==> src/rtl/fetch_ctrl.sv <==
// ---------------------------------------------------------------------------
// fetch_ctrl
//
// Purpose:
//   Instruction-fetch sequencing for a single-issue pipeline. Decides, every
//   cycle, what the external PC register loads and whether it may load at
//   all. Redirects come from EX (branch/jump) or from the exception logic
//   (trap). If instruction memory has not returned the word at pc_cur, a
//   redirect cannot be applied yet. In that case it is parked in a
//   single-entry pending slot and applied on the next acknowledge.
//
// Ports:
//   clk        in   1  clock, rising edge
//   rst        in   1  asynchronous, active-high reset
//   pc_cur     in  32  current PC register value
//   stall      in   1  hazard hold for sequential fetch (never holds a redirect)
//   br_taken   in   1  EX branch/jump resolved taken (one-cycle pulse)
//   br_target  in  32  branch/jump destination, qualified by br_taken
//   trap       in   1  exception request (one-cycle pulse)
//   imem_ack   in   1  instruction word for pc_cur returned this cycle
//   pc_next    out 32  PC register load value
//   pc_pause   out  1  PC register hold (1 = keep value)
//   imem_req   out  1  fetch request for pc_cur
//   flush      out  1  kill IF/ID this cycle
//   redir_cnt  out 16  saturating count of applied redirects
//
// The control outputs are purely combinational from state, pending slot and
// inputs. The PC register would otherwise lose a cycle on every redirect.
// ---------------------------------------------------------------------------
module fetch_ctrl #(
  parameter logic [31:0] RESET_VEC = 32'h0000_0000,
  parameter logic [31:0] TRAP_VEC  = 32'h0000_1000
) (
  input  logic        clk,
  input  logic        rst,
  input  logic [31:0] pc_cur,
  input  logic        stall,
  input  logic        br_taken,
  input  logic [31:0] br_target,
  input  logic        trap,
  input  logic        imem_ack,
  output logic [31:0] pc_next,
  output logic        pc_pause,
  output logic        imem_req,
  output logic        flush,
  output logic [15:0] redir_cnt
);

  typedef enum logic [1:0] {
    BOOT = 2'b00,
    RUN  = 2'b01,
    PEND = 2'b10
  } state_t;

  state_t      state_r;
  state_t      state_s;
  logic [31:0] pend_tgt_r;
  logic [31:0] pend_tgt_s;
  logic        pend_is_trap_r;
  logic        pend_is_trap_s;
  logic [15:0] redir_cnt_r;

  // Request classification (independent of state)
  logic        bad_align_s;
  logic        req_s;
  logic        req_trap_s;
  logic [31:0] req_tgt_s;

  // Pending slot after merging this cycle's request (used in PEND)
  logic [31:0] merge_tgt_s;
  logic        merge_trap_s;

  // A redirect reached the PC this cycle (pc_pause=0 with a new target)
  logic        apply_s;

  // Classify this cycle's redirect request; a misaligned branch target is handled as a trap.
  always_comb begin
    bad_align_s = br_taken & (br_target[1:0] != 2'b00);
    req_s       = trap | br_taken;
    req_trap_s  = trap | bad_align_s;
    if (req_trap_s) begin
      req_tgt_s = TRAP_VEC;
    end else begin
      req_tgt_s = br_target;
    end
  end

  // Merge a new request into the pending slot: traps always win; a branch
  // replaces a parked branch (newest wins) but never a parked trap.
  always_comb begin
    merge_tgt_s  = pend_tgt_r;
    merge_trap_s = pend_is_trap_r;
    if (req_trap_s) begin
      merge_tgt_s  = TRAP_VEC;
      merge_trap_s = 1'b1;
    end else if (br_taken && !pend_is_trap_r) begin
      merge_tgt_s  = br_target;
      merge_trap_s = 1'b0;
    end else begin
      merge_tgt_s  = pend_tgt_r;
      merge_trap_s = pend_is_trap_r;
    end
  end

  // Next-state and output decode.
  always_comb begin
    state_s        = state_r;
    pend_tgt_s     = pend_tgt_r;
    pend_is_trap_s = pend_is_trap_r;
    pc_next        = RESET_VEC;
    pc_pause       = 1'b1;
    imem_req       = 1'b0;
    flush          = 1'b0;
    apply_s        = 1'b0;
    case (state_r)
      BOOT: begin
        // One idle cycle so the PC register settles on RESET_VEC before fetch.
        state_s = RUN;
      end
      RUN: begin
        imem_req = 1'b1;
        if (req_s) begin
          // Redirects ignore stall; they flush regardless of ack.
          flush   = 1'b1;
          pc_next = req_tgt_s;
          if (imem_ack) begin
            pc_pause = 1'b0;
            apply_s  = 1'b1;
          end else begin
            pc_pause       = 1'b1;
            pend_tgt_s     = req_tgt_s;
            pend_is_trap_s = req_trap_s;
            state_s        = PEND;
          end
        end else begin
          pc_next = pc_cur + 32'd4;
          if (imem_ack && !stall) begin
            pc_pause = 1'b0;
          end else begin
            pc_pause = 1'b1;
          end
        end
      end
      PEND: begin
        imem_req = 1'b1;
        pc_next  = merge_tgt_s;
        if (imem_ack) begin
          pc_pause       = 1'b0;
          flush          = 1'b1;
          apply_s        = 1'b1;
          pend_tgt_s     = 32'h0000_0000;
          pend_is_trap_s = 1'b0;
          state_s        = RUN;
        end else begin
          pc_pause       = 1'b1;
          flush          = 1'b0;
          pend_tgt_s     = merge_tgt_s;
          pend_is_trap_s = merge_trap_s;
        end
      end
      default: begin
        state_s = BOOT;
      end
    endcase
  end

  // State and pending-slot registers; reset discards any parked redirect.
  always_ff @(posedge clk or posedge rst) begin
    if (rst) begin
      state_r        <= BOOT;
      pend_tgt_r     <= 32'h0000_0000;
      pend_is_trap_r <= 1'b0;
    end else begin
      state_r        <= state_s;
      pend_tgt_r     <= pend_tgt_s;
      pend_is_trap_r <= pend_is_trap_s;
    end
  end

  // Saturating count of redirects that reached the PC.
  always_ff @(posedge clk or posedge rst) begin
    if (rst) begin
      redir_cnt_r <= 16'h0000;
    end else if (apply_s && (redir_cnt_r != 16'hFFFF)) begin
      redir_cnt_r <= redir_cnt_r + 16'd1;
    end else begin
      redir_cnt_r <= redir_cnt_r;
    end
  end

  assign redir_cnt = redir_cnt_r;

endmodule

==> config.mk <==
export PLATFORM = sky130hd
export DESIGN_NAME = fetch_ctrl
export DESIGN_NICKNAME = d
export VERILOG_FILES = /design/src/rtl/fetch_ctrl.sv
export SDC_FILE = /design/constraint.sdc
export NUM_CORES = 1
export LEC_CHECK = 0
export CORE_ASPECT_RATIO = 1.25
export CORE_MARGIN = 2
export CORE_UTILIZATION = 50
export CTS_CLUSTER_SIZE = 14
export DETAILED_ROUTE_END_ITERATION = 6
export PLACE_DENSITY_LB_ADDON = 0.08
export REMOVE_ABC_BUFFERS = 1
export SLEW_MARGIN = 30
export SYNTH_ARGS = -nofsm -noshare
export SYNTH_HDL_FRONTEND = slang
export SYNTH_SLANG_ARGS = --single-unit
==> constraint.sdc <==
create_clock -name clk -period 6.1 [get_ports clk]
set_input_delay 1.83 -clock clk [delete_from_list [all_inputs] [get_ports clk]]
set_output_delay 1.83 -clock clk [all_outputs]
set_load 0.03 [all_outputs]
# --- Word level (Yosys, flattened, before mapping) ---
# Index checks and enable logic that the tools add are counted.
word_totals:
  in_bits: 70
  ff_bits: 51
  wordCells: 57
  out_inout_bits: 51
op_classes:
  reduce_logical: 12
  bitwise: 3
  muxes: 29
  eq_ne: 7
  add_sub_neg: 2
ops:
  columns: ["op", "n"]
  rows:
  - ["two-way mux 32 bit", 7]
  - ["case mux 32 bit (2 select lines)", 2]
  - ["adder 32 x 3 -> 32 bit, second input constant", 1]
  - ["adder 16 x 1 -> 16 bit, second input constant", 1]
  - ["!= test 16 bit, second input constant", 1]
  - ["two-way mux 1 bit", 12]
  - ["case mux 1 bit (2 select lines)", 4]
  - ["two-way mux 2 bit", 3]
  - ["!= test 2 bit, second input constant", 3]
  - ["case mux 2 bit (3 select lines)", 1]
  - ["AND reduction 3 bit", 2]
  - ["!= test 4 bit, second input constant", 1]
  - ["AND reduction 4 bit", 1]
  - ["nonzero test 2 bit", 2]
  - ["logical AND 1 bit", 3]
  - ["equality test 2 x 1 -> 1 bit, second input constant", 1]
  - ["equality test 2 bit, second input constant", 1]
  - ["zero test 1 bit", 2]
  - ["zero test 2 bit", 1]
  - ["bitwise OR 1 bit", 2]
  - ["OR reduction 2 bit", 1]
  - ["AND 1 bit", 1]

# --- Logic depth before layout (Yosys ltp) ---
# Gate-level depths: netlist of the first run.
logic_depth:
  depth_word: 7
  depth_mapped: 9
  mapped_depth_nobuf: 7

# --- Worst setup path after synthesis of the first run ---
# OpenSTA, ideal clock, no wires.
synth_timing:
  path_kind: "input -> output"
  from: "input pc_cur[2]"
  to: "output pc_next[30]"
  setup_slack_ns: 0.794
  arrival_time_ns: 3.476
  cell_stages: 6
  path_buffers: 0
  path_cell_list: "ha_1 > nand4_1 > nor4_4 > nand4_1 > xor2_1 > a31oi_1"
synth_between:
  elab_chain_cells: 3
synth_lines:
  columns: ["item", "line_no", "source"]
  rows:
  - ["start: declaration", "36", "input logic [31:0] pc_cur,"]
  - ["adder 32 x 3 -> 32 bit", "136", "pc_next = pc_cur + 32'd4;"]
  - ["two-way mux 32 bit", "122", "if (req_s) begin"]
  - ["case mux 32 bit (2 select lines)", "115", "case (state_r)"]
  - ["end: declaration", "42", "output logic [31:0] pc_next,"]
# Every way passes these cells.

# --- Worst setup path in the final report of the first run ---
layout_timing:
  from: "input pc_cur[11]"
  to: "output pc_next[17]"
# Same word-level chain as after synthesis.

==> impl_metrics.tcl, run 1 <==
set metrics [dict create \
    cts_resized 0 \
    fmax_ghz 0.166 \
    register_area_um2 1280 \
    p_leak_nw 2.12 \
    h-tree-depth 2 \
    drc 0 \
    grt_pass1_wl_mm 19.3 \
    finalMaxSlewViolations 0 \
    maxCapViolations 0 \
    multiInputGateArea_um2 2250 \
    wl_mm 12.2 \
    layout.cells.non_filler 654 \
    period_share_pct 98.6 \
    rows 34 \
    placed_cells 646 \
    final_common_cell "clkdlybuf4s50_1" \
    area_growth_pct 42.6 \
    cts.clk_slew.worst_paths_ps 110 \
    place.gp.congestion 0.903 \
    holdPathStages 1 \
    crit_type "input pin to output port" \
    first_iter_violations 313 \
    syn_inst 424 \
    cp.required_ps 4270 \
    finalHoldViolations 0 \
    dpl-instance-area_um2 5080 \
    io_buffers 120 \
    end_kind "output port" \
    ys_seq_elements 51 \
    cts_root_buf "clkbuf_8" \
    grt_max_degree 52 \
    start_util_pct 51.9 \
    power.density_nw_per_um2 341 \
    holdPathEnd "redir_cnt[12]" \
    synth_area_um2 3640 \
    drive_gt1_share_pct 14.0 \
    clock_path_buffers 2 \
    fin_util_pct 74.0 \
    min-delay-start "redir_cnt[12]" \
    stdcell_area_um2 5190 \
    post-place-ws_ps 79.0 \
    nNetsFinal 639 \
    vias 4094 \
    irDropWorstVdd_mv 0.358 \
    crit_chain "clkdlybuf4s50_1, nand4_1, buf_4, o21ai_0, o21ai_0, a31oi_1, o21ai_1, clkdlybuf4s50_1" \
    slowest_delay_ps 620 \
    ff2ff_path_depth 5 \
    overflow 0 \
    routed_via_density 6.26 \
    fin_crit_ps 6010 \
    status "finished, final reports clean" \
    cts_buffers 5 \
    synth_cell_types 50 \
    setup_ws_ps 87.5 \
    die_w_um 80.3 \
    path_max_fanout 5 \
    max_slew.worst_pin.slew_ps 648 \
    cts.sinks 51 \
    hold_class "flop to flop" \
    cts_hold_buf 0 \
    setup_viol 0 \
    syn_area_per_cell_um2 8.59 \
    dieHeight_um 99.4 \
    yosysSeqAreaShare_pct 35.0 \
    tns_ps 0 \
    core_area_um2 7020 \
    slew_headroom_pct 56.8 \
    critPathSlowestCell "clkdlybuf4s50_1" \
    dieArea_um2 7990 \
    yosysWarnings 0 \
    first_global_vias 4071 \
    ant_nets 0 \
    layout_common_cells "clkdlybuf4s50_1 (100), dfrtp_1 (51), buf_4 (51)" \
    antenna_found_initial 0 \
    n_antenna_cell 0 \
    arrival_ps 4180 \
    worstSkewPairLatency_ps 320 \
    regToRegEndpoint "pend_tgt_r[1]" \
    reg2reg_slack_ps 3770 \
    wl_per_cell_um 18.6 \
    r2r-start "state_r[0]" \
    cp-start-kind "input pin" \
    dp_hpwl_mm 9.07 \
    num-fill-cells 571 \
    cts_tree "yes" \
    rsz0062_at_grt "false" \
    io_pins 121 \
    skew_ps 13.8 \
    postCtsSetupBuffers 0 \
    drt_pass1_iterations 7 \
    grtUsageTotal_pct 30.8 \
]
## cell families after synthesis
logic type	share of synthesized area (%)
compound gates	27.7
xor+xnor	9.86
flops	35.0
simple gates	20.2
mux	1.72
fa+ha+maj	2.06
buf+inv	3.47
## how the worst max path moves through the flow
stage	startpoint	to	slack, ps
final	pc_cur[11]	pc_next[17]	90
after global routing	pc_cur[11]	pc_next[17]	4
after CTS	pc_cur[3]	pc_next[18]	70
after detailed placement	pc_cur[3]	pc_next[18]	80
after global placement	pc_cur[2]	pc_next[18]	130
after floorplan	br_taken	pc_next[22]	690
## metal layers
layer | up-vias | GRT usage, % | share of wire (%)
met5 | - | 0 | 0
met4 | 0 | 10.7 | 2.2
met3 | 29 | 5.26 | 7.3
met2 | 207 | 55.3 | 52
met1 | 1987 | 36.5 | 39
li1 | 1871 | - | -
## registers in the layout, indices dropped and copies added (netlist names)
| signal | flops |
|---|---|
| pend_tgt_r | 32 |
| pend_is_trap_r | 1 |
| redir_cnt | 16 |
| state_r | 2 |
## through the flow
step | power (mW) | hold WS (ps)
4_1_cts | 1.76 | 503
3_5_place_dp | 1.54 | 481
3_3_place_gp | 1.51 | 472
2_1_floorplan | 1.12 | 462
5_1_grt | 1.87 | 510
6_report | 1.77 | 498
## cells in the mapped netlist (all sizes together)
master	number	area (µm²)
dfrtp	51	1280
nand2	50	188
a22o	30	263
a21oi	26	130
nor2	26	100
o21ai	23	119
xor2	23	201
a22oi	22	165
nand4	19	125
xnor2	18	158
o22ai	16	100
nand3	13	65.1
buf	11	51.3
clkbuf	10	37.5
inv	10	37.5
nor3	8	50.1
a31oi	6	37.5
and3	6	37.5
ha	6	75.1
o2bb2ai	5	43.8
and4	4	35.0
mux2i	4	40.0
nand2b	4	25.0
nor2b	4	25.0
nor4	4	40.0
a21o	3	22.5
and2	3	18.8
a221oi	2	17.5
a32oi	2	17.5
mux2	2	22.5
or3	2	12.5
a2111o	1	11.3
a211oi	1	12.5
a21boi	1	7.51
a222oi	1	10.0
a32o	1	10.0
nand3b	1	7.51
o21ba	1	10.0
o22a	1	8.76
o31a	1	8.76
o31ai	1	12.5
or2	1	6.26
## critical path: cells and delay by family
kind / cells / cell delay (ps)
AO/OA/AOI/OAI: 4 / 690
AND/OR/NAND/NOR: 1 / 250
buffers and inverters: 3 / 1410
## area by class of cell
| class | instances | share of cell area (%) |
|---|---|---|
| multi-input cells | 342 | 43.4 |
| clock buffers | 5 | 1.32 |
| clock inverters | 3 | 0.506 |
| well taps | 90 | 2.17 |
| inverters | 10 | 0.771 |
| flip-flops and latches | 51 | 24.6 |
| repair buffers | 153 | 27.3 |
## where the power goes
group          total, mW  internal [mW]  switching [mW]
logic               1.06          0.413           0.650
registers          0.492          0.426          0.0666
clock network      0.214         0.0848           0.129
total               1.77          0.924           0.846
Note: power is estimated with default switching activity, not from simulation.
==> inputs of run 2 (changes only) <==
ABC_CLOCK_PERIOD_IN_PS = 6100   (was not set)
==> results of run 2 <==
Final layout, timing and power as in run 1 (identical DEF).
==> inputs of run 3 (changes only) <==
CORE_ASPECT_RATIO = 0.9   (was 1.25)
==> impl_metrics.tcl, run 3 (synthesis gave the netlist of run 1 again) <==
set metrics [dict create \
    end_kind "output port" \
    drt_pass1_iterations 5 \
    grtUsageTotal_pct 30.0 \
    cp_top_family "buffers and inverters" \
    dieHeight_um 85.0 \
    setup_ws_ps 116 \
    cts.sinks 51 \
    rsz0062_at_grt "false" \
    overflow 0 \
    cts_hold_buf 0 \
    status "finished, final reports clean" \
    irDropWorstVdd_mv 0.303 \
    core_area_um2 7040 \
    holdPathStages 1 \
    first_iter_violations 322 \
    cts_root_buf "clkbuf_8" \
    layout.cells.non_filler 653 \
    setup_viol 0 \
    placed_cells 645 \
    critPathSlowestCell "clkdlybuf4s50_1" \
    cp.required_ps 4270 \
    grt_max_degree 52 \
    tns_ps 0 \
    power_mw 1.77 \
    io_pins 121 \
    crit_type "input pin to output port" \
    arrival_ps 4150 \
    power.density_nw_per_um2 343 \
    skew_ps 6.65 \
    max_slew.worst_pin.slew_ps 966 \
    area_growth_pct 41.5 \
    cts_resized 0 \
    drive_gt1_share_pct 12.9 \
    dp_hpwl_mm 8.87 \
    p_leak_nw 2.10 \
    place.gp.congestion 0.929 \
    cp-start-kind "input pin" \
    slew_headroom_pct 35.6 \
    maxCapViolations 0 \
    largest_reg_flops 32 \
    finalMaxSlewViolations 0 \
    crit_chain "clkdlybuf4s50_1, buf_4, nand2b_1, o21ai_1, buf_4, a22oi_1, o22ai_1, clkdlybuf4s50_1" \
    slowest_delay_ps 690 \
    antenna_found_initial 0 \
    cts_tree "yes" \
    path_buf_inv 4 \
    drc 0 \
    num-fill-cells 552 \
    postCtsSetupBuffers 0 \
    n_antenna_cell 0 \
    io_buffers 120 \
    worstSkewPairLatency_ps 320 \
    clock_path_buffers 2 \
    ff2ff_path_depth 6 \
    cts_buffers 5 \
    path_depth 8 \
    finalHoldViolations 0 \
    die_w_um 94.0 \
    path_max_fanout 7 \
    final_common_cell "clkdlybuf4s50_1" \
    fmax_ghz 0.167 \
    period_share_pct 98.1 \
    h-tree-depth 2 \
    post-place-ws_ps 85.6 \
    first_global_vias 3882 \
    fin_crit_ps 5980 \
    cts.clk_slew.worst_paths_ps 110 \
    registers.top_by_ff_count "pend_tgt_r" \
    ant_nets 0 \
    rows 29 \
    hold_class "flop to flop" \
    wl_per_cell_um 18.4 \
    dieArea_um2 7980 \
    timing.hold.ws_ps 511 \
    wl_mm 12.0 \
    routed_via_density 6.26 \
    nNetsFinal 635 \
    grt_pass1_wl_mm 19.1 \
    vias 4089 \
    start_util_pct 51.7 \
    layout_common_cells "clkdlybuf4s50_1 (101), dfrtp_1 (51), nand2_1 (50)" \
]
run 3: changes by cell type in the layout (fill, tap and decap cells not counted), sizes merged:
cell	previous run	this run
clkinvlp	0	1
clkdlybuf4s50	100	101
buf	52	46
clkinv	1	0
dlymetal6s2s	1	2
run 3: layer usage:
layer | GRT usage (%) | wire length (µm) | up-vias
li1 | - | - | 1867
met1 | 40.5 | 4930 | 1943
met2 | 48.2 | 5650 | 243
met3 | 5.95 | 1120 | 36
met4 | 10.5 | 318 | 0
met5 | 0 | 0 | -
run 3: where the power goes:
| group | internal (mW) | switching (mW) | total, mW |
|---|---|---|---|
| clock | 0.0840 | 0.131 | 0.215 |
| sequential | 0.426 | 0.0695 | 0.495 |
| combinational | 0.413 | 0.642 | 1.06 |
| total | 0.923 | 0.843 | 1.77 |
run 3: final timing paths:
check	start	endpoint	slack, ps
min reg2reg	redir_cnt[11]	redir_cnt[11]	510
min in group asynchronous	rst	state_r[1]	1950
max	br_taken	pc_next[15]	120
max in group asynchronous	rst	redir_cnt[11]	3700
min	redir_cnt[11]	redir_cnt[11]	510
max reg2reg	state_r[0]	pend_tgt_r[8]	3390
run 3: area by class of cell:
class	instances	area [µm²]	area share [%]
Clock buffer	5	68.8	1.34
Clock inverter	3	25.0	0.486
Inverter	10	40.0	0.777
Multi-Input combinational cell	342	2250	43.6
Sequential cell	51	1280	24.8
Tap cell	93	116	2.26
Timing Repair Buffer	149	1380	26.8
run 3: through the flow:
step                      util (%)  cell area [µm²]
final                         73.2             5150
after detailed placement      71.7             5050
after global placement        71.7             5050
after CTS                     73.1             5140
after floorplan                  -             3550
after global routing          73.2             5150
